[src/rtl/fpu_result_rounder.sv]
// Final FPU stage: normalize (stage 1), then round and pack to IEEE-754 single (stage 2).
// Define FPU_RESULT_ROUNDER_BYPASS_EN to add in_bypass for raw pass-through of moves/int results.
package fpu_result_rounder_pkg;
  typedef enum logic [1:0] {
    RND_EVEN = 2'd0,
    RND_UP   = 2'd1,
    RND_DOWN = 2'd2,
    RND_ZERO = 2'd3
  } fpu_round_mode_t;

  typedef struct packed {
    logic            sign;
    logic            nan;
    logic            inf;
    logic            zero;
    logic [2:0]      guard;
    logic [7:0]      exponent;
    logic [23:0]     mantissa;
    fpu_round_mode_t mode;
  } fpu_result_t;

  localparam logic [31:0] FPU_FLOAT_NAN = 32'hFFFFFFFF;
endpackage

module fpu_result_rounder
  import fpu_result_rounder_pkg::*;
#(
  parameter int TAG_WIDTH = 5
) (
  input  logic                          clk,
  input  logic                          rst_n,
  input  logic                          in_valid,
  output logic                          in_ready,
  input  logic [$bits(fpu_result_t)-1:0] in_result,
  input  logic [TAG_WIDTH-1:0]          in_tag,
`ifdef FPU_RESULT_ROUNDER_BYPASS_EN
  input  logic                          in_bypass,
`endif
  output logic                          out_valid,
  input  logic                          out_ready,
  output logic [31:0]                   out_float,
  output logic [2:0]                    out_flags,
  output logic [TAG_WIDTH-1:0]          out_tag
);

  typedef struct packed {
    logic                 sign;
    logic                 nan;
    logic                 inf;
    logic                 zero;
    logic                 bypass;
    fpu_round_mode_t      mode;
    logic [7:0]           exponent;
    logic [23:0]          mantissa;
    logic [2:0]           guard;
    logic [TAG_WIDTH-1:0] tag;
  } s1_t;

  fpu_result_t          in_rec;
  logic                 bypass_in;
  logic                 s1_valid_q, s1_valid_d;
  s1_t                  s1_q, s1_d;
  logic                 s2_valid_q, s2_valid_d;
  logic [31:0]          out_float_q, out_float_d;
  logic [2:0]           out_flags_q, out_flags_d;
  logic [TAG_WIDTH-1:0] out_tag_q, out_tag_d;
  logic                 s2_advance;

  logic [7:0]  exp_eff, max_shift;
  logic [4:0]  lead_zeros, shift_amt;
  logic [26:0] norm_bits;

  logic        g, rs, lsb, inc_act, inc_near, near_carry, to_inf;
  logic        overflow, underflow, inexact;
  logic [24:0] sum_act;
  logic [23:0] rnd_mant;
  logic [8:0]  rnd_exp, near_exp;
  logic [7:0]  exp_field;
  logic [31:0] res_float;
  logic [2:0]  res_flags;

  assign in_rec = fpu_result_t'(in_result);
`ifdef FPU_RESULT_ROUNDER_BYPASS_EN
  assign bypass_in = in_bypass;
`else
  assign bypass_in = 1'b0;
`endif

  assign s2_advance = !s2_valid_q | out_ready;
  assign in_ready   = !s1_valid_q | s2_advance;

  // Stage 1: shift out leading zeros without letting the exponent drop below 1.
  always_comb begin
    exp_eff    = (in_rec.exponent == 8'd0) ? 8'd1 : in_rec.exponent;
    max_shift  = exp_eff - 8'd1;
    lead_zeros = 5'd0;
    for (int i = 0; i < 24; i++) begin
      if (in_rec.mantissa[i]) lead_zeros = 5'(23 - i);
    end
    shift_amt = ({3'd0, lead_zeros} < max_shift) ? lead_zeros : max_shift[4:0];
    if (bypass_in) shift_amt = 5'd0;
    norm_bits    = {in_rec.mantissa, in_rec.guard} << shift_amt;
    norm_bits[0] = norm_bits[0] | in_rec.guard[0];

    s1_valid_d = s1_valid_q;
    s1_d       = s1_q;
    if (in_ready) s1_valid_d = in_valid;
    if (in_ready && in_valid) begin
      s1_d.sign     = in_rec.sign;
      s1_d.nan      = in_rec.nan;
      s1_d.inf      = in_rec.inf;
      s1_d.zero     = in_rec.zero;
      s1_d.bypass   = bypass_in;
      s1_d.mode     = in_rec.mode;
      s1_d.exponent = bypass_in ? in_rec.exponent : (exp_eff - {3'd0, shift_amt});
      s1_d.mantissa = norm_bits[26:3];
      s1_d.guard    = norm_bits[2:0];
      s1_d.tag      = in_tag;
    end
  end

  // Stage 2: overflow is judged on the nearest-even magnitude as well as the
  // mode's own rounding, so directed modes can still saturate to max finite.
  always_comb begin
    g        = s1_q.guard[2];
    rs       = s1_q.guard[1] | s1_q.guard[0];
    lsb      = s1_q.mantissa[0];
    inc_near = g & (rs | lsb);
    inc_act  = 1'b0;
    case (s1_q.mode)
      RND_EVEN: inc_act = inc_near;
      RND_UP:   inc_act = !s1_q.sign & (g | rs);
      RND_DOWN: inc_act = s1_q.sign & (g | rs);
      default:  inc_act = 1'b0;
    endcase
    sum_act    = {1'b0, s1_q.mantissa} + {24'd0, inc_act};
    near_carry = inc_near & (&s1_q.mantissa);
    rnd_mant   = sum_act[24] ? sum_act[24:1] : sum_act[23:0];
    rnd_exp    = {1'b0, s1_q.exponent} + {8'd0, sum_act[24]};
    near_exp   = {1'b0, s1_q.exponent} + {8'd0, near_carry};
    exp_field  = rnd_mant[23] ? rnd_exp[7:0] : 8'd0;
    overflow   = rnd_mant[23] & ((rnd_exp >= 9'd255) | (near_exp >= 9'd255));
    inexact    = g | rs | overflow;
    underflow  = inexact & !rnd_mant[23];
    to_inf     = (s1_q.mode == RND_EVEN) | ((s1_q.mode == RND_UP) & !s1_q.sign) |
                 ((s1_q.mode == RND_DOWN) & s1_q.sign);

    res_float = {s1_q.sign, exp_field, rnd_mant[22:0]};
    res_flags = {overflow, underflow, inexact};
    if (overflow) res_float = to_inf ? {s1_q.sign, 31'h7F800000} : {s1_q.sign, 31'h7F7FFFFF};
    if (s1_q.bypass) begin
      res_float = {s1_q.sign, s1_q.exponent, s1_q.mantissa[22:0]};
      res_flags = 3'b000;
    end else if (s1_q.nan) begin
      res_float = FPU_FLOAT_NAN;
      res_flags = 3'b000;
    end else if (s1_q.inf) begin
      res_float = {s1_q.sign, 31'h7F800000};
      res_flags = 3'b000;
    end else if (s1_q.zero || (s1_q.mantissa == 24'd0)) begin
      res_float = {s1_q.sign, 31'd0};
      res_flags = 3'b000;
    end

    s2_valid_d  = s2_valid_q;
    out_float_d = out_float_q;
    out_flags_d = out_flags_q;
    out_tag_d   = out_tag_q;
    if (s2_advance) begin
      s2_valid_d = s1_valid_q;
      if (s1_valid_q) begin
        out_float_d = res_float;
        out_flags_d = res_flags;
        out_tag_d   = s1_q.tag;
      end
    end
  end

  always_ff @(posedge clk or negedge rst_n) begin
    if (!rst_n) begin
      s1_valid_q  <= 1'b0;
      s1_q        <= '0;
      s2_valid_q  <= 1'b0;
      out_float_q <= 32'd0;
      out_flags_q <= 3'd0;
      out_tag_q   <= '0;
    end else begin
      s1_valid_q  <= s1_valid_d;
      s1_q        <= s1_d;
      s2_valid_q  <= s2_valid_d;
      out_float_q <= out_float_d;
      out_flags_q <= out_flags_d;
      out_tag_q   <= out_tag_d;
    end
  end

  assign out_valid = s2_valid_q;
  assign out_float = out_float_q;
  assign out_flags = out_flags_q;
  assign out_tag   = out_tag_q;

endmodule

[config.mk]
export PLATFORM = sky130hd
export DESIGN_NAME = fpu_result_rounder
export DESIGN_NICKNAME = d
export VERILOG_FILES = /design/src/rtl/fpu_result_rounder.sv
export SDC_FILE = /design/constraint.sdc
export NUM_CORES = 1
export LEC_CHECK = 0
export ABC_CLOCK_PERIOD_IN_PS = 6800
export CAP_MARGIN = 10
export CORE_MARGIN = 5
export CORE_UTILIZATION = 56
export CTS_CLUSTER_DIAMETER = 40
export DETAILED_ROUTE_END_ITERATION = 8
export PLACE_DENSITY = 0.83
export SYNTH_ARGS = -nofsm -noshare
export SYNTH_HDL_FRONTEND = slang
export SYNTH_SLANG_ARGS = --single-unit
[constraint.sdc]
create_clock -name clk -period 6.8 [get_ports clk]
set_input_delay 2.04 -clock clk [delete_from_list [all_inputs] [get_ports clk]]
set_output_delay 2.04 -clock clk [all_outputs]
set_load 0.05 [all_outputs]
==> results_dict.tcl <==
set metrics [dict create \
    yosysUniqueCellTypes 69 \
    fraction_of_synthesized_cell_area_in_xor_and_xnor_cells 0.0448 \
    synth_flop_cell "dfrtp_1" \
    crit_type "in2reg" \
    fin_tns_setup_ns 0 \
    cts.htree.levels 3 \
    die_outline_height_um 117 \
    critical_path_data_arrival_time_ns 6.60 \
    grt_pass1_vias 5957 \
    status "complete, no violations" \
    max-slew-margin-rel 0.366 \
    area.sequential_mm2 0.00220 \
    ctsLongestPathBuffers 2 \
    ys_seq_area_frac 0.342 \
    post_synth.cell_area_avg_um2 8.39 \
    commonest_cells_in_the_netlist "nand2_1, dfrtp_1, o21ai_0, mux2i_1, nor2_1" \
    globalRouteTotalUtil 0.282 \
    global_route_wire_length_before_repair_mm 30.3 \
    maxCapViolations 0 \
    area_share_of_the_largest_cell_type_after_synthesis 0.342 \
    num_rows 39 \
    post_cts.repair.setup_buffers 0 \
    setup.worst_path.end_class "register" \
    hold-path-cell-count 2 \
    clock_latency_at_the_later_pin_of_the_worst_skew_pair_ns 0.35 \
    setup_viol 0 \
    route.antenna.remaining_nets 0 \
    number_of_drc_markers_in_iteration_0 567 \
    pin_count_of_the_biggest_net_entering_global_routing 56 \
    layout.nets 928 \
    power_leakage_nw 3.37 \
    layout-area-overhead-vs-synth_pct 23.8 \
    place_ws_ns -0.0813 \
    finalCritPeriodShare 0.940 \
    synth_seq_cells 88 \
    synth_top_family_by_area "simple AND/OR/NAND/NOR gates" \
    wl_per_cell_um 18.4 \
    place_inst 990 \
    diodes 0 \
    rsz0062_at_grt "no" \
    post-route-min-period_ns 6.39 \
    finalWeightedCongestion 0.956 \
    drt_drc_violations_left 0 \
    fill_cells 933 \
    number_of_synthesized_flops_with_an_enable_pin 0 \
    start_util 0.567 \
    async_reset_ff_frac 1.00 \
    start_kind "input port" \
    yosys.cell_count.top_type "nand2_1" \
    required_time_of_the_critical_path_ns 7.00 \
    grt_antenna_before_repair 0 \
    via_count 6129 \
    cts.clk_slew.worst_paths_ns 0.06 \
    fin_util 0.702 \
    io_pins 92 \
    clock_buffer_count_from_cts 9 \
    rrSetupSlack_ns 1.15 \
    timing.final.ws_setup_ns 0.409 \
    final_hold_violation_count 0 \
    area_of_the_core_mm2 0.0114 \
    drt-total-wl_mm 18.5 \
    power_density_mw_per_mm2 258 \
    synth_compound_gate_area_share 0.198 \
    placement.io_buffers 91 \
    root_buffer "clkbuf_16" \
    synth_simple_gate_area_frac 0.213 \
    yosys.area.top_type "dfrtp_1" \
    syn_area_mm2 0.00644 \
    multiInputGateArea_mm2 0.00398 \
    synth.net_count 838 \
    floorplan.die.width_um 117 \
    transition_time_at_the_pin_with_the_least_slew_margin_ns 0.952 \
    tritoncts "done" \
    dr.pass1.iters 5 \
    post_synthesis_cells 768 \
    cts.hold.buffers_added 0 \
    dp_hpwl_mm 14.5 \
    final_layout_size_suffix_gt1_frac 0.0973 \
    fmaxAchievable_mhz 156 \
    max-vdd-ir-drop_mv 0.244 \
    clock-sinks 88 \
    yosys_warnings 0 \
    worst_clock_skew_ns 0.00897 \
    cts_repair_resize_count 0 \
    synthAdderAreaFrac 0.0400 \
    final-instance-count-excl-fill 1006 \
    die_area_mm2 0.0138 \
    path_category_of_the_worst_min_delay_check "reg2reg" \
    grt_overflow 0 \
    synth_top_cells_by_area "dfrtp_1, mux2i_1, nand2_1" \
    muxShareOfSynthArea 0.114 \
    crit_path_max_fanout 4 \
    post_drt_via_cell_ratio 6.09 \
    r2r_worst_path_depth 24 \
    final_max_slew_viols 0 \
]
cell type report:
| cell class | count | area share |
|---|---|---|
| well taps | 143 | 0.0224 |
| multi-input cells | 610 | 0.499 |
| clock buffers | 11 | 0.0317 |
| clock inverters | 5 | 0.0108 |
| repair buffers | 126 | 0.148 |
| flip-flops and latches | 88 | 0.276 |
| inverters | 23 | 0.0116 |
cell usage in the layout, fill, tap and decap left out, types with 3 or more instances in the layout:
| cell type | count |
|---|---|
| ha_1 | 19 |
| nand3_1 | 33 |
| a211o_1 | 3 |
| a31oi_1 | 4 |
| xnor2_1 | 19 |
| xor2_1 | 14 |
| buf_4 | 35 |
| inv_1 | 21 |
| a211oi_1 | 5 |
| or2_2 | 3 |
| nor3_1 | 18 |
| a21o_1 | 5 |
| a22o_1 | 7 |
| clkbuf_16 | 9 |
| and2_1 | 8 |
| nor3_2 | 3 |
| and4_1 | 4 |
| and3_1 | 10 |
| nor2_1 | 51 |
| nor2b_1 | 8 |
| clkdlybuf4s50_1 | 90 |
| or4_1 | 3 |
| mux2i_1 | 52 |
| nand2_1 | 120 |
| mux4_2 | 5 |
| a22oi_1 | 5 |
| o31ai_1 | 4 |
| nand2b_1 | 7 |
| nor4_1 | 12 |
| o211ai_1 | 5 |
| dfrtp_1 | 88 |
| clkinv_4 | 3 |
| o22a_1 | 8 |
| a21oi_1 | 47 |
| nand4_1 | 5 |
| mux2_2 | 6 |
| o21ai_0 | 73 |
per-stage QoR:
step	total power [mW]	hold WS, ns	cell area (µm²)
floorplan	1.22	0.439	6440
global placement	1.48	0.450	7600
detailed placement	1.50	0.458	7600
CTS	2.06	0.475	7940
global route	2.16	0.499	7980
finish	2.05	0.473	7980
registers in the layout, indices dropped and copies added, names as in the netlist:
name / count
s1_q: 44
s1_valid_q: 1
out_float: 32
out_flags: 3
g: 1
lsb: 1
out_tag: 5
out_valid: 1
cells by family (layout without fill, tap and decap cells):
family                   count (synthesis)  in the layout
XOR/XNOR                                33             33
adder cells (fa/ha/maj)                 20             20
buffers and inverters                   70            165
AND/OR/NAND/NOR                        293            293
AO/OA/AOI/OAI                          199            199
multiplexers                            65             65
flip-flops                              88             88
per-layer routing:
metal  wire length (µm)  share of wire  GRT usage  vias to the layer above
li1                   -              -          -                     2944
met1               7920           0.43      0.377                     2924
met2               9060           0.49      0.468                      232
met3               1170          0.063     0.0504                       29
met4                379          0.020     0.0826                        0
met5                  0              0          0                        -
critical path: stages:
cell and delay, ns:
clkdlybuf4s50_1 0.46, nor4_4 0.33, a21o_1 0.17, inv_1 0.07, ha_1 0.23, nand2_1 0.10, xnor2_1 0.16, inv_1 0.09
ha_1 0.24, a2111oi_4 0.31, a21boi_2 0.22, nand2_1 0.10, a211oi_4 0.24, a211oi_4 0.08, buf_4 0.19, mux2i_4 0.22
clkinv_4 0.07, ha_1 0.31, o21ai_0 0.09, nand2b_1 0.10, a21o_1 0.19, a21o_1 0.21, nor3_2 0.13, xnor2_1 0.13
o21ai_0 0.09
path summary, 6_finish.rpt:
check	start	end
max	in_result[33]	s1_q[39]
min	s1_q[4]	out_tag[4]
max reg2reg	s1_q[40]	out_float[14]
min reg2reg	s1_q[4]	out_tag[4]
max in group asynchronous	rst_n	s1_q[4]
min in group asynchronous	rst_n	out_float[26]
report_power, final:
group	switching, mW	internal [mW]
Clock	0.208	0.344
Sequential	0.105	0.626
Combinational	0.479	0.293
Total	0.791	1.26
Power figures use the tool's default switching activity.
